==> src/rtl/fix_msg_fifo_if.sv <==
// Bundle of the write (engine) and read (peer) signals of fix_msg_fifo.
// slave: the FIFO itself. master: whoever drives the engine side and accepts bytes.
interface fix_msg_fifo_if #(
    parameter int unsigned MAX_MSGS = 8
);
    localparam int unsigned CW = $clog2(MAX_MSGS) + 1;

    logic          wr_en_i;
    logic [7:0]    wr_data_i;
    logic          wr_end_i;
    logic          full_o;
    logic          overflow_o;
    logic          new_message_o;
    logic [7:0]    rd_data_o;
    logic          rd_valid_o;
    logic          rd_last_o;
    logic          rd_ready_i;
    logic [CW-1:0] msg_count_o;

    modport slave (
        input  wr_en_i, wr_data_i, wr_end_i, rd_ready_i,
        output full_o, overflow_o, new_message_o, rd_data_o, rd_valid_o, rd_last_o,
               msg_count_o
    );

    modport master (
        output wr_en_i, wr_data_i, wr_end_i, rd_ready_i,
        input  full_o, overflow_o, new_message_o, rd_data_o, rd_valid_o, rd_last_o,
               msg_count_o
    );
endinterface

==> src/rtl/fix_msg_fifo.sv <==
// Message-framed byte FIFO: stores engine bytes, commits a message only on its end
// strobe, and replays each committed message as a new_message pulse plus a byte
// stream with backpressure. Dropped (overflowed) messages are never forwarded.
// Optional: define FIX_MSG_FIFO_STRIP_EN to discard the first byte of every message.
module fix_msg_fifo #(
    parameter int unsigned DEPTH    = 512,
    parameter int unsigned AW       = 9,
    parameter int unsigned MAX_MSGS = 8
) (
    input  logic          clk,
    input  logic          rst,
    fix_msg_fifo_if.slave bus
);
    localparam int unsigned QW = $clog2(MAX_MSGS);

    typedef logic [AW:0] ptr_t;
    typedef logic [QW:0] qptr_t;
    typedef enum logic [1:0] {StIdle, StAnnounce, StStream, StGap} state_e;

    logic [7:0] mem_q     [DEPTH];
    ptr_t       len_mem_q [MAX_MSGS];

    ptr_t   wr_ptr_q, wr_ptr_d, commit_ptr_q, commit_ptr_d;
    ptr_t   rd_ptr_q, rd_ptr_d, rem_q, rem_d;
    qptr_t  qw_q, qr_q, q_count;
    logic   drop_q, drop_d, ovf_q, ovf_d;
    state_e state_q, state_d;
`ifdef FIX_MSG_FIFO_STRIP_EN
    logic   first_q, first_d;
`endif

    logic   store_full, queue_full, byte_take, drop_now, mem_we, push, pop;
    ptr_t   wr_ptr_adv, msg_len;
    logic   new_msg, rd_valid, rd_last;
    logic [7:0] rd_data;

    assign q_count    = qw_q - qr_q;
    assign store_full = (wr_ptr_q - rd_ptr_q) == ptr_t'(DEPTH);
    assign queue_full = q_count == qptr_t'(MAX_MSGS);

    // Write side: accept bytes, detect overflow, commit or roll back on end strobe.
    always_comb begin
        wr_ptr_adv   = wr_ptr_q;
        commit_ptr_d = commit_ptr_q;
        drop_d       = drop_q;
        ovf_d        = 1'b0;
        mem_we       = 1'b0;
        push         = 1'b0;
`ifdef FIX_MSG_FIFO_STRIP_EN
        first_d   = first_q;
        byte_take = bus.wr_en_i && !drop_q && !first_q;
        if (bus.wr_en_i && !drop_q) begin
            first_d = 1'b0;
        end
`else
        byte_take = bus.wr_en_i && !drop_q;
`endif
        if (byte_take) begin
            if (store_full) begin
                drop_d = 1'b1;
            end else begin
                mem_we     = 1'b1;
                wr_ptr_adv = wr_ptr_q + 1'b1;
            end
        end
        drop_now = drop_q || (byte_take && store_full);
        wr_ptr_d = wr_ptr_adv;
        // Length includes a byte that arrives together with the end strobe.
        msg_len  = wr_ptr_adv - commit_ptr_q;
        if (bus.wr_end_i) begin
`ifdef FIX_MSG_FIFO_STRIP_EN
            first_d = 1'b1;
`endif
            drop_d = 1'b0;
            if (drop_now || (msg_len != '0 && queue_full)) begin
                wr_ptr_d = commit_ptr_q;
                ovf_d    = 1'b1;
            end else if (msg_len != '0) begin
                push         = 1'b1;
                commit_ptr_d = wr_ptr_adv;
            end
        end
    end

    // Read FSM: announce, stream the head message, then one gap cycle.
    always_comb begin
        state_d  = state_q;
        rd_ptr_d = rd_ptr_q;
        rem_d    = rem_q;
        pop      = 1'b0;
        new_msg  = 1'b0;
        rd_valid = 1'b0;
        rd_last  = 1'b0;
        rd_data  = 8'h00;
        unique case (state_q)
            StIdle: begin
                if (q_count != '0) state_d = StAnnounce;
            end
            StAnnounce: begin
                new_msg = 1'b1;
                rem_d   = len_mem_q[qr_q[QW-1:0]];
                state_d = StStream;
            end
            StStream: begin
                rd_valid = 1'b1;
                rd_data  = mem_q[rd_ptr_q[AW-1:0]];
                rd_last  = rem_q == ptr_t'(1);
                if (bus.rd_ready_i) begin
                    rd_ptr_d = rd_ptr_q + 1'b1;
                    rem_d    = rem_q - 1'b1;
                    if (rem_q == ptr_t'(1)) begin
                        pop     = 1'b1;
                        state_d = StGap;
                    end
                end
            end
            StGap: begin
                state_d = StIdle;
            end
            default: state_d = StIdle;
        endcase
    end

    // Control state with synchronous reset; reset discards all stored messages.
    always_ff @(posedge clk) begin
        if (rst) begin
            wr_ptr_q     <= '0;
            commit_ptr_q <= '0;
            rd_ptr_q     <= '0;
            rem_q        <= '0;
            qw_q         <= '0;
            qr_q         <= '0;
            drop_q       <= 1'b0;
            ovf_q        <= 1'b0;
            state_q      <= StIdle;
`ifdef FIX_MSG_FIFO_STRIP_EN
            first_q      <= 1'b1;
`endif
        end else begin
            wr_ptr_q     <= wr_ptr_d;
            commit_ptr_q <= commit_ptr_d;
            rd_ptr_q     <= rd_ptr_d;
            rem_q        <= rem_d;
            qw_q         <= qw_q + qptr_t'(push);
            qr_q         <= qr_q + qptr_t'(pop);
            drop_q       <= drop_d;
            ovf_q        <= ovf_d;
            state_q      <= state_d;
`ifdef FIX_MSG_FIFO_STRIP_EN
            first_q      <= first_d;
`endif
        end
    end

    // Byte and length storage; contents are meaningless until pointers cover them.
    always_ff @(posedge clk) begin
        if (mem_we && !rst) mem_q[wr_ptr_q[AW-1:0]] <= bus.wr_data_i;
        if (push && !rst)   len_mem_q[qw_q[QW-1:0]] <= msg_len;
    end

    assign bus.full_o        = store_full || queue_full;
    assign bus.overflow_o    = ovf_q;
    assign bus.new_message_o = new_msg;
    assign bus.rd_valid_o    = rd_valid;
    assign bus.rd_last_o     = rd_last;
    assign bus.rd_data_o     = rd_data;
    assign bus.msg_count_o   = q_count;
endmodule

==> src/flat_wrapper.sv <==
// flat-port wrapper written by rule: the top's interface ports become plain ports
module fix_msg_fifo_flat 
#(
    parameter int unsigned DEPTH    = 512,
    parameter int unsigned AW       = 9,
    parameter int unsigned MAX_MSGS = 8
)
  (clk, rst, bus_wr_en_i, bus_wr_data_i, bus_wr_end_i, bus_rd_ready_i, bus_full_o, bus_overflow_o, bus_new_message_o, bus_rd_data_o, bus_rd_valid_o, bus_rd_last_o, bus_msg_count_o);
  fix_msg_fifo_if #(.MAX_MSGS(MAX_MSGS)) bus_i ();
  input  logic clk;
  input  logic rst;
  input wire logic [$bits(bus_i.wr_en_i)-1:0] bus_wr_en_i;
  input wire logic [$bits(bus_i.wr_data_i)-1:0] bus_wr_data_i;
  input wire logic [$bits(bus_i.wr_end_i)-1:0] bus_wr_end_i;
  input wire logic [$bits(bus_i.rd_ready_i)-1:0] bus_rd_ready_i;
  output wire logic [$bits(bus_i.full_o)-1:0] bus_full_o;
  output wire logic [$bits(bus_i.overflow_o)-1:0] bus_overflow_o;
  output wire logic [$bits(bus_i.new_message_o)-1:0] bus_new_message_o;
  output wire logic [$bits(bus_i.rd_data_o)-1:0] bus_rd_data_o;
  output wire logic [$bits(bus_i.rd_valid_o)-1:0] bus_rd_valid_o;
  output wire logic [$bits(bus_i.rd_last_o)-1:0] bus_rd_last_o;
  output wire logic [$bits(bus_i.msg_count_o)-1:0] bus_msg_count_o;
  assign bus_i.wr_en_i = bus_wr_en_i;
  assign bus_i.wr_data_i = bus_wr_data_i;
  assign bus_i.wr_end_i = bus_wr_end_i;
  assign bus_i.rd_ready_i = bus_rd_ready_i;
  assign bus_full_o = bus_i.full_o;
  assign bus_overflow_o = bus_i.overflow_o;
  assign bus_new_message_o = bus_i.new_message_o;
  assign bus_rd_data_o = bus_i.rd_data_o;
  assign bus_rd_valid_o = bus_i.rd_valid_o;
  assign bus_rd_last_o = bus_i.rd_last_o;
  assign bus_msg_count_o = bus_i.msg_count_o;
  fix_msg_fifo #(.DEPTH(DEPTH), .AW(AW), .MAX_MSGS(MAX_MSGS)) u_core (.clk(clk), .rst(rst), .bus(bus_i));
endmodule
==> config.mk <==
export PLATFORM = sky130hd
export DESIGN_NAME = fix_msg_fifo_flat
export DESIGN_NICKNAME = d
export VERILOG_FILES = /design/src/rtl/fix_msg_fifo_if.sv /design/src/rtl/fix_msg_fifo.sv /design/src/flat_wrapper.sv
export SDC_FILE = /design/constraint.sdc
export NUM_CORES = 2
export LEC_CHECK = 0
export BUFFER_PORTS_ARGS = -buffer_cell sky130_fd_sc_hd__clkbuf_2
export CORE_AREA = 2 2 770 618
export DETAILED_ROUTE_END_ITERATION = 16
export DIE_AREA = 0 0 772 620
export MAX_ROUTING_LAYER = met4
export PLACE_DENSITY = 0.54
export SKIP_CTS_REPAIR_TIMING = 1
export SLEW_MARGIN = 20
export SYNTH_ARGS = -nofsm -noshare
export SYNTH_HDL_FRONTEND = slang
export SYNTH_MEMORY_MAX_BITS = 65536
export SYNTH_SLANG_ARGS = --single-unit
==> constraint.sdc <==
create_clock -name clk -period 6.69 [get_ports clk]
set_clock_uncertainty 0.2 [all_clocks]
set_input_delay 1.338 -clock clk [delete_from_list [all_inputs] [get_ports clk]]
set_output_delay 1.338 -clock clk [all_outputs]
set_load 0.01 [all_outputs]
=== Yosys cells after proc, flatten, opt, wreduce, memory -nomap -nowiden ===
Memories as Yosys holds them, arrays and structs flattened. A register that Yosys moved wholly into a read port is not among the register bits.
Cells that the tools add are included.

* Memory bits (writable): 4176
* Memory bits (read-only): 0
* Output and inout bits: 17
* Register bits: 52
* Latch bits: 0
* Memories kept: 2
* Logic and storage cells: 81

* Magnitude comparators: 0
* Bitwise logic cells: 2
* Shift operators: 0
* Div/mod/pow operators: 0
* $mul: 0
* Add/sub/neg operators: 8
* Mux-type cells: 30
* Reduce and logical (&&, ||, !) cells: 21
* Eq/ne operators: 9

{| class="wikitable"
|+ Memories
! memory !! depth !! width !! read ports !! clocked after Yosys merged registers in !! write ports !! RTL line !! source
|-
| u_core.mem_q || 512 || 8 || 1 || 1 || 1 || fix_msg_fifo.sv:20 || <nowiki>logic [7:0] mem_q [DEPTH];</nowiki>
|-
| u_core.len_mem_q || 8 || 10 || 1 || 1 || 1 || fix_msg_fifo.sv:21 || <nowiki>ptr_t len_mem_q [MAX_MSGS];</nowiki>
|}

{| class="wikitable"
|+ Operator list
! operator !! number
|-
| $mux 10 || 5
|-
| $add 10x1->10 const B || 2
|-
| $pmux 10 s2 || 1
|-
| $sub 10x10->10 || 2
|-
| $mux 9 || 2
|-
| $mux 1 || 16
|-
| $eq 10x1->1 const B || 1
|-
| $eq 10x10->1 const B || 1
|-
| $reduce_bool 10->1 || 1
|-
| $sub 10x1->10 const B || 1
|-
| $add 4x1->4 || 2
|-
| $mux 8 || 1
|-
| $pmux 2 s4 || 1
|-
| $mux 2 || 3
|-
| $reduce_and 2->1 || 3
|-
| $reduce_and 3->1 || 2
|-
| $logic_and 1x1->1 || 5
|-
| $eq 2x2->1 const B || 2
|-
| $eq 4x4->1 const B || 1
|-
| $ne 2x1->1 const B || 2
|-
| $reduce_bool 4->1 || 1
|-
| $reduce_or 2->1 || 2
|-
| $sub 4x4->4 || 1
|-
| $logic_or 1x1->1 || 3
|-
| other kinds (7) || 9
|}

=== Longest topological paths before layout ===
* Depth after elaboration: 13
* Mapped depth: 26
* Gate-level depth less buffers: 25

=== Worst setup path after synthesis ===
Ideal clock, no wire load.

* Path type: flip-flop to flip-flop
* Start point: register u_core.rd_ptr_q[3]
* End point: memory u_core.len_mem_q[2][0] (netlist name) (enable)
* Setup slack: 0.374 ns
* Path buffers: 0
* Data arrival time: 5.713 ns
* Required time: 6.086 ns
* Cell stages (with the launch flop): 22
* Cells stage by stage: dfxtp_1 > inv_1 > ha_1 > and2_4 > a221oi_2 > a21oi_1 > or4_4 > a2111o_1 > nand2_1 > xnor2_1 > ha_1 > inv_1 > fa_1 > a21oi_1 > o21ai_0 > o21a_1 > o21ai_0 > a21oi_1 > xor2_1 > or3_1 > o2111ai_4 > nor4_1

* Longest elaborated chain between the ends: 13

{| class="wikitable"
|+ RTL lines
! what !! RTL line !! source
|-
| from (decl) || fix_msg_fifo.sv:24 || <nowiki>ptr_t rd_ptr_q, rd_ptr_d, rem_q, rem_d;</nowiki>
|-
| from (signal assigned) || fix_msg_fifo.sv:142 || <nowiki>rd_ptr_q <= rd_ptr_d;</nowiki>
|-
| $sub 10x10->10 * || fix_msg_fifo.sv:38 || <nowiki>assign store_full = (wr_ptr_q - rd_ptr_q) == ptr_t'(DEPTH);</nowiki>
|-
| $eq 10x10->1 * || fix_msg_fifo.sv:38 ||
|-
| $mux 10 * || fix_msg_fifo.sv:59 || <nowiki>if (store_full) begin</nowiki>
|-
| $mux 10 * || fix_msg_fifo.sv:58 || <nowiki>if (byte_take) begin</nowiki>
|-
| $sub 10x10->10 * || fix_msg_fifo.sv:69 || <nowiki>msg_len = wr_ptr_adv - commit_ptr_q;</nowiki>
|-
| named net u_core.msg_len[8] || fix_msg_fifo.sv:33 || <nowiki>ptr_t wr_ptr_adv, msg_len;</nowiki>
|-
| $reduce_bool 10->1 * || fix_msg_fifo.sv:75, fix_msg_fifo.sv:78 ||
|-
| $logic_and 1x1->1 || fix_msg_fifo.sv:75 || <nowiki>if (drop_now || (msg_len != '0 && queue_full)) begin</nowiki>
|-
| $logic_or 1x1->1 || fix_msg_fifo.sv:75 ||
|-
| $mux 1 * || fix_msg_fifo.sv:75 ||
|-
| $mux 1 * || fix_msg_fifo.sv:70 || <nowiki>if (bus.wr_end_i) begin</nowiki>
|-
| $logic_and 1x1->1 * || fix_msg_fifo.sv:158 || <nowiki>if (push && !rst) len_mem_q[qw_q[QW-1:0]] <= msg_len;</nowiki>
|-
| $mux 1 * || fix_msg_fifo.sv:158 ||
|-
| $mux 1 (implied by the code) * || fix_msg_fifo.sv:158 ||
|-
| to (decl) || fix_msg_fifo.sv:21 ||
|}

The timed path passes the listed nets; every way through them passes the cells marked *.

==> impl_metrics.env <==
export IMPL_status="complete, no violations"
export IMPL_drive_above_1_share_pct=29.98
export IMPL_critPathMostFrequentCell="mux4_2"
export IMPL_clockBufferDepth=4
export IMPL_fp_coreArea_um2=471700
export IMPL_cap_violations=0
export IMPL_clock_root_buffer="clkbuf_16"
export IMPL_power_w=0.05683
export IMPL_dpl_hpwl_mm=249.9
export IMPL_synth_area_per_cell_um2=23.36
export IMPL_yosys_area_share_simple_pct=1.976
export IMPL_wl_per_cell_um=29.78
export IMPL_period_needed_ps=6583
export IMPL_async_flop_share_pct=0
export IMPL_htree_levels=5
export IMPL_synth_xor_area_share_pct=0.1956
export IMPL_hold_path_class="flop to flop"
export IMPL_yosysUniqueCellTypes=63
export IMPL_synth_area_mux_share_pct=18.85
export IMPL_synth_top_family_by_area="multiplexers"
export IMPL_cp_num_buf_inv=4
export IMPL_critPathMaxStageDelay_ps=620
export IMPL_place_detailed_instances=13180
export IMPL_crit_family="multiplexers"
export IMPL_synth_compound_area_share_pct=0.5123
export IMPL_num_fill_cells=41270
export IMPL_clock_latency_ps=990
export IMPL_criticalPathCategory="flop to output port"
export IMPL_cp_arrival_ps=5050
export IMPL_worstSetupStartpointType="flop"
export IMPL_drc=0
export IMPL_routabilityCongestion=0.8445
export IMPL_synth_top_area_share_pct=76.29
export IMPL_cp_required_ps=5150
export IMPL_vias=75670
export IMPL_dpl_instance_area_um2=173700
export IMPL_grt_pass1_wl_mm=587.0
export IMPL_drt_initial_drc_count=9016
export IMPL_syn_num_nets=7089
export IMPL_synthTopCellsByArea="edfxtp_1 (76%), mux4_2 (19%), nor2_1 (1.3%)"
export IMPL_clk_pin_slew_ps=60
export IMPL_leakagePower_nw=54.96
export IMPL_yosysTopAreaCell="edfxtp_1"
export IMPL_final_cell_area_um2=187400
export IMPL_multi_input_comb_area_um2=36120
export IMPL_io_pin_count=30
export IMPL_yosys_warnings=0
export IMPL_netlist_instances=7038
export IMPL_worst_slew_pin_slew_ps=1325
export IMPL_syn_to_final_growth_pct=14.02
export IMPL_start_util_pct=34.85
export IMPL_finalMaxSlewViolations=0
export IMPL_ys_seq_elements=4237
export IMPL_end_kind="output port"
export IMPL_yosysMostFrequentCell="edfxtp_1"
export IMPL_avgViaCountPerCell=5.423
export IMPL_antenna_found_initial=19
export IMPL_numCtsBuffers=409
export IMPL_ir_worst_vdd_v=0.0002287
export IMPL_slowest_stage="mux4_2"
export IMPL_fin_nets=7387
export IMPL_grt_max_degree=180
export IMPL_mappedNetlistArea_um2=164400
export IMPL_ys_top_cells_by_count="edfxtp_1 (4176), mux4_2 (1364), nor2_1 (564), clkbuf_1 (248), buf_2 (116)"
export IMPL_grt_pass1_vias=75770
export IMPL_synth_fa_ha_area_share_pct=0.2984
export IMPL_fmax_ghz=0.1519
export IMPL_clock_sinks=4237
export IMPL_cts_tree="built"
export IMPL_die_w_um=772
export IMPL_wl_mm=415.5
export IMPL_powerDensity_nw_per_um2=303.2
export IMPL_cp_max_fo=13
export IMPL_synth_edf_count=4176
export IMPL_die_h_um=620
export IMPL_hold_violations=0
export IMPL_fin_crit_sh_pct=98.40
export IMPL_ys_dominant_reg_cell="edfxtp_1"
export IMPL_slew_headroom_pct=11.65
export IMPL_rows=226
export IMPL_final_cell_count_no_fill=13950
export IMPL_seq_area_um2=126600
export IMPL_grt_usage_pct=17.49
export IMPL_crit_chain="buf_12 > buf_12 > buf_4 > mux4_2 > mux4_2 > mux4_2 > a22o_1 > a221oi_1 > o22ai_2 > clkbuf_2"
export IMPL_first_pass_iters=8
export IMPL_ys_seq_area_share_pct=77.03
export IMPL_ant_nets=0
export IMPL_io_buffers=29
export IMPL_finalSetupViolCount=0
export IMPL_dieArea_um2=478600
export IMPL_grt_ovfl_total=0
==> power breakdown <==
| part | internal, W | switching, W |
|---|---|---|
| Combinational | 0.00186 | 0.00248 |
| Clock | 0.0130 | 0.0101 |
| Sequential | 0.0293 | 0.0000545 |
| Total | 0.0442 | 0.0126 |
==> final cells by class <==
| class | count | area share, % |
|---|---|---|
| flip-flops and latches | 4237 | 67.57 |
| clock inverters | 255 | 1.367 |
| well taps | 6270 | 4.186 |
| diodes | 8 | 0.01068 |
| repair buffers | 302 | 1.821 |
| clock buffers | 495 | 5.700 |
| inverters | 36 | 0.07210 |
| multi-input cells | 2350 | 19.27 |
==> metal layers <==
layer  vias up  global-route usage [%]  wire length (um)
met1     41680                   25.82            186200
met3       470                   3.192             32240
met4         0                   3.295              7459
met5         -                       -                 0
met2      2921                   25.69            189500
li1      30600                       -                 -
==> metrics by stage <==
stage | utilization (%) | setup WS, ps | setup TNS, ps | hold WS, ps
after detailed placement | 36.84 | 279.4 | 0 | 271.0
final | 39.74 | 106.7 | 0 | 285.5
after global routing | 39.73 | -35.22 | -62.27 | 332.4
after floorplan | - | 373.6 | 0 | 243.7
after global placement | 36.84 | 272.4 | 0 | 265.6
after CTS | 39.65 | -448.6 | -3340 | 282.3
==> cell families after synthesis <==
family                   after synthesis
AO/OA/AOI/OAI                        109
XOR/XNOR                              35
adder cells (fa/ha/maj)               38
buffers and inverters                451
flip-flops                          4237
multiplexers                        1391
AND/OR/NAND/NOR                      777
==> final timing paths <==
kind / start / end / slack [ps] / depth (start not counted)
max reg2reg: u_core.rd_ptr_q[3]$_SDFFE_PP0P_ / u_core.qw_q[2]$_SDFF_PP0_ / 340 / 24
max: flop / bus_rd_data_o[7] / 110 / 10
min: u_core.rem_q[7]$_SDFFE_PP0P_ / u_core.rem_q[7]$_SDFFE_PP0P_ / 290 / 2
min reg2reg: u_core.rem_q[7]$_SDFFE_PP0P_ / u_core.rem_q[7]$_SDFFE_PP0P_ / 290 / 2
==> registers in the layout (all words and copies together), names as in the netlist, named ones only <==
signal,count
u_core.mem_q,4096
u_core.len_mem_q,80
u_core.rem_q,10
u_core.qw_q,4
u_core.state_q,2
u_core.rd_ptr_q,10
u_core.drop_q,1
u_core.bus.overflow_o,1
u_core.qr_q,4
u_core.wr_ptr_q,10
u_core.commit_ptr_q,10
==> worst reg2reg max path, delay by kind of cell, from the launching register on <==
kind / cells / cell delay [ps]
compound gates: 8 / 1880
xor+xnor: 2 / 310
fa+ha+maj: 5 / 1380
flops: 1 / 390
simple gates: 6 / 1780
buf+inv: 3 / 240
==> cell usage in the layout (no fill, tap or decap), types with 17 or more instances in the layout <==
| cell type | instances |
|---|---|
| nand2b_1 | 26 |
| buf_4 | 186 |
| a21oi_1 | 17 |
| buf_12 | 66 |
| clkbuf_2 | 21 |
| nand3_1 | 38 |
| xnor2_1 | 19 |
| inv_1 | 34 |
| mux4_2 | 1364 |
| dfxtp_1 | 55 |
| mux2i_1 | 26 |
| nor2_1 | 562 |
| bufinv_16 | 42 |
| a221oi_1 | 17 |
| clkinv_2 | 83 |
| clkinvlp_4 | 18 |
| clkinv_1 | 89 |
| ha_1 | 36 |
| nand2_1 | 55 |
| clkbuf_1 | 78 |
| clkbuf_16 | 419 |
| edfxtp_1 | 4176 |
Power figures use the tool's default switching activity.
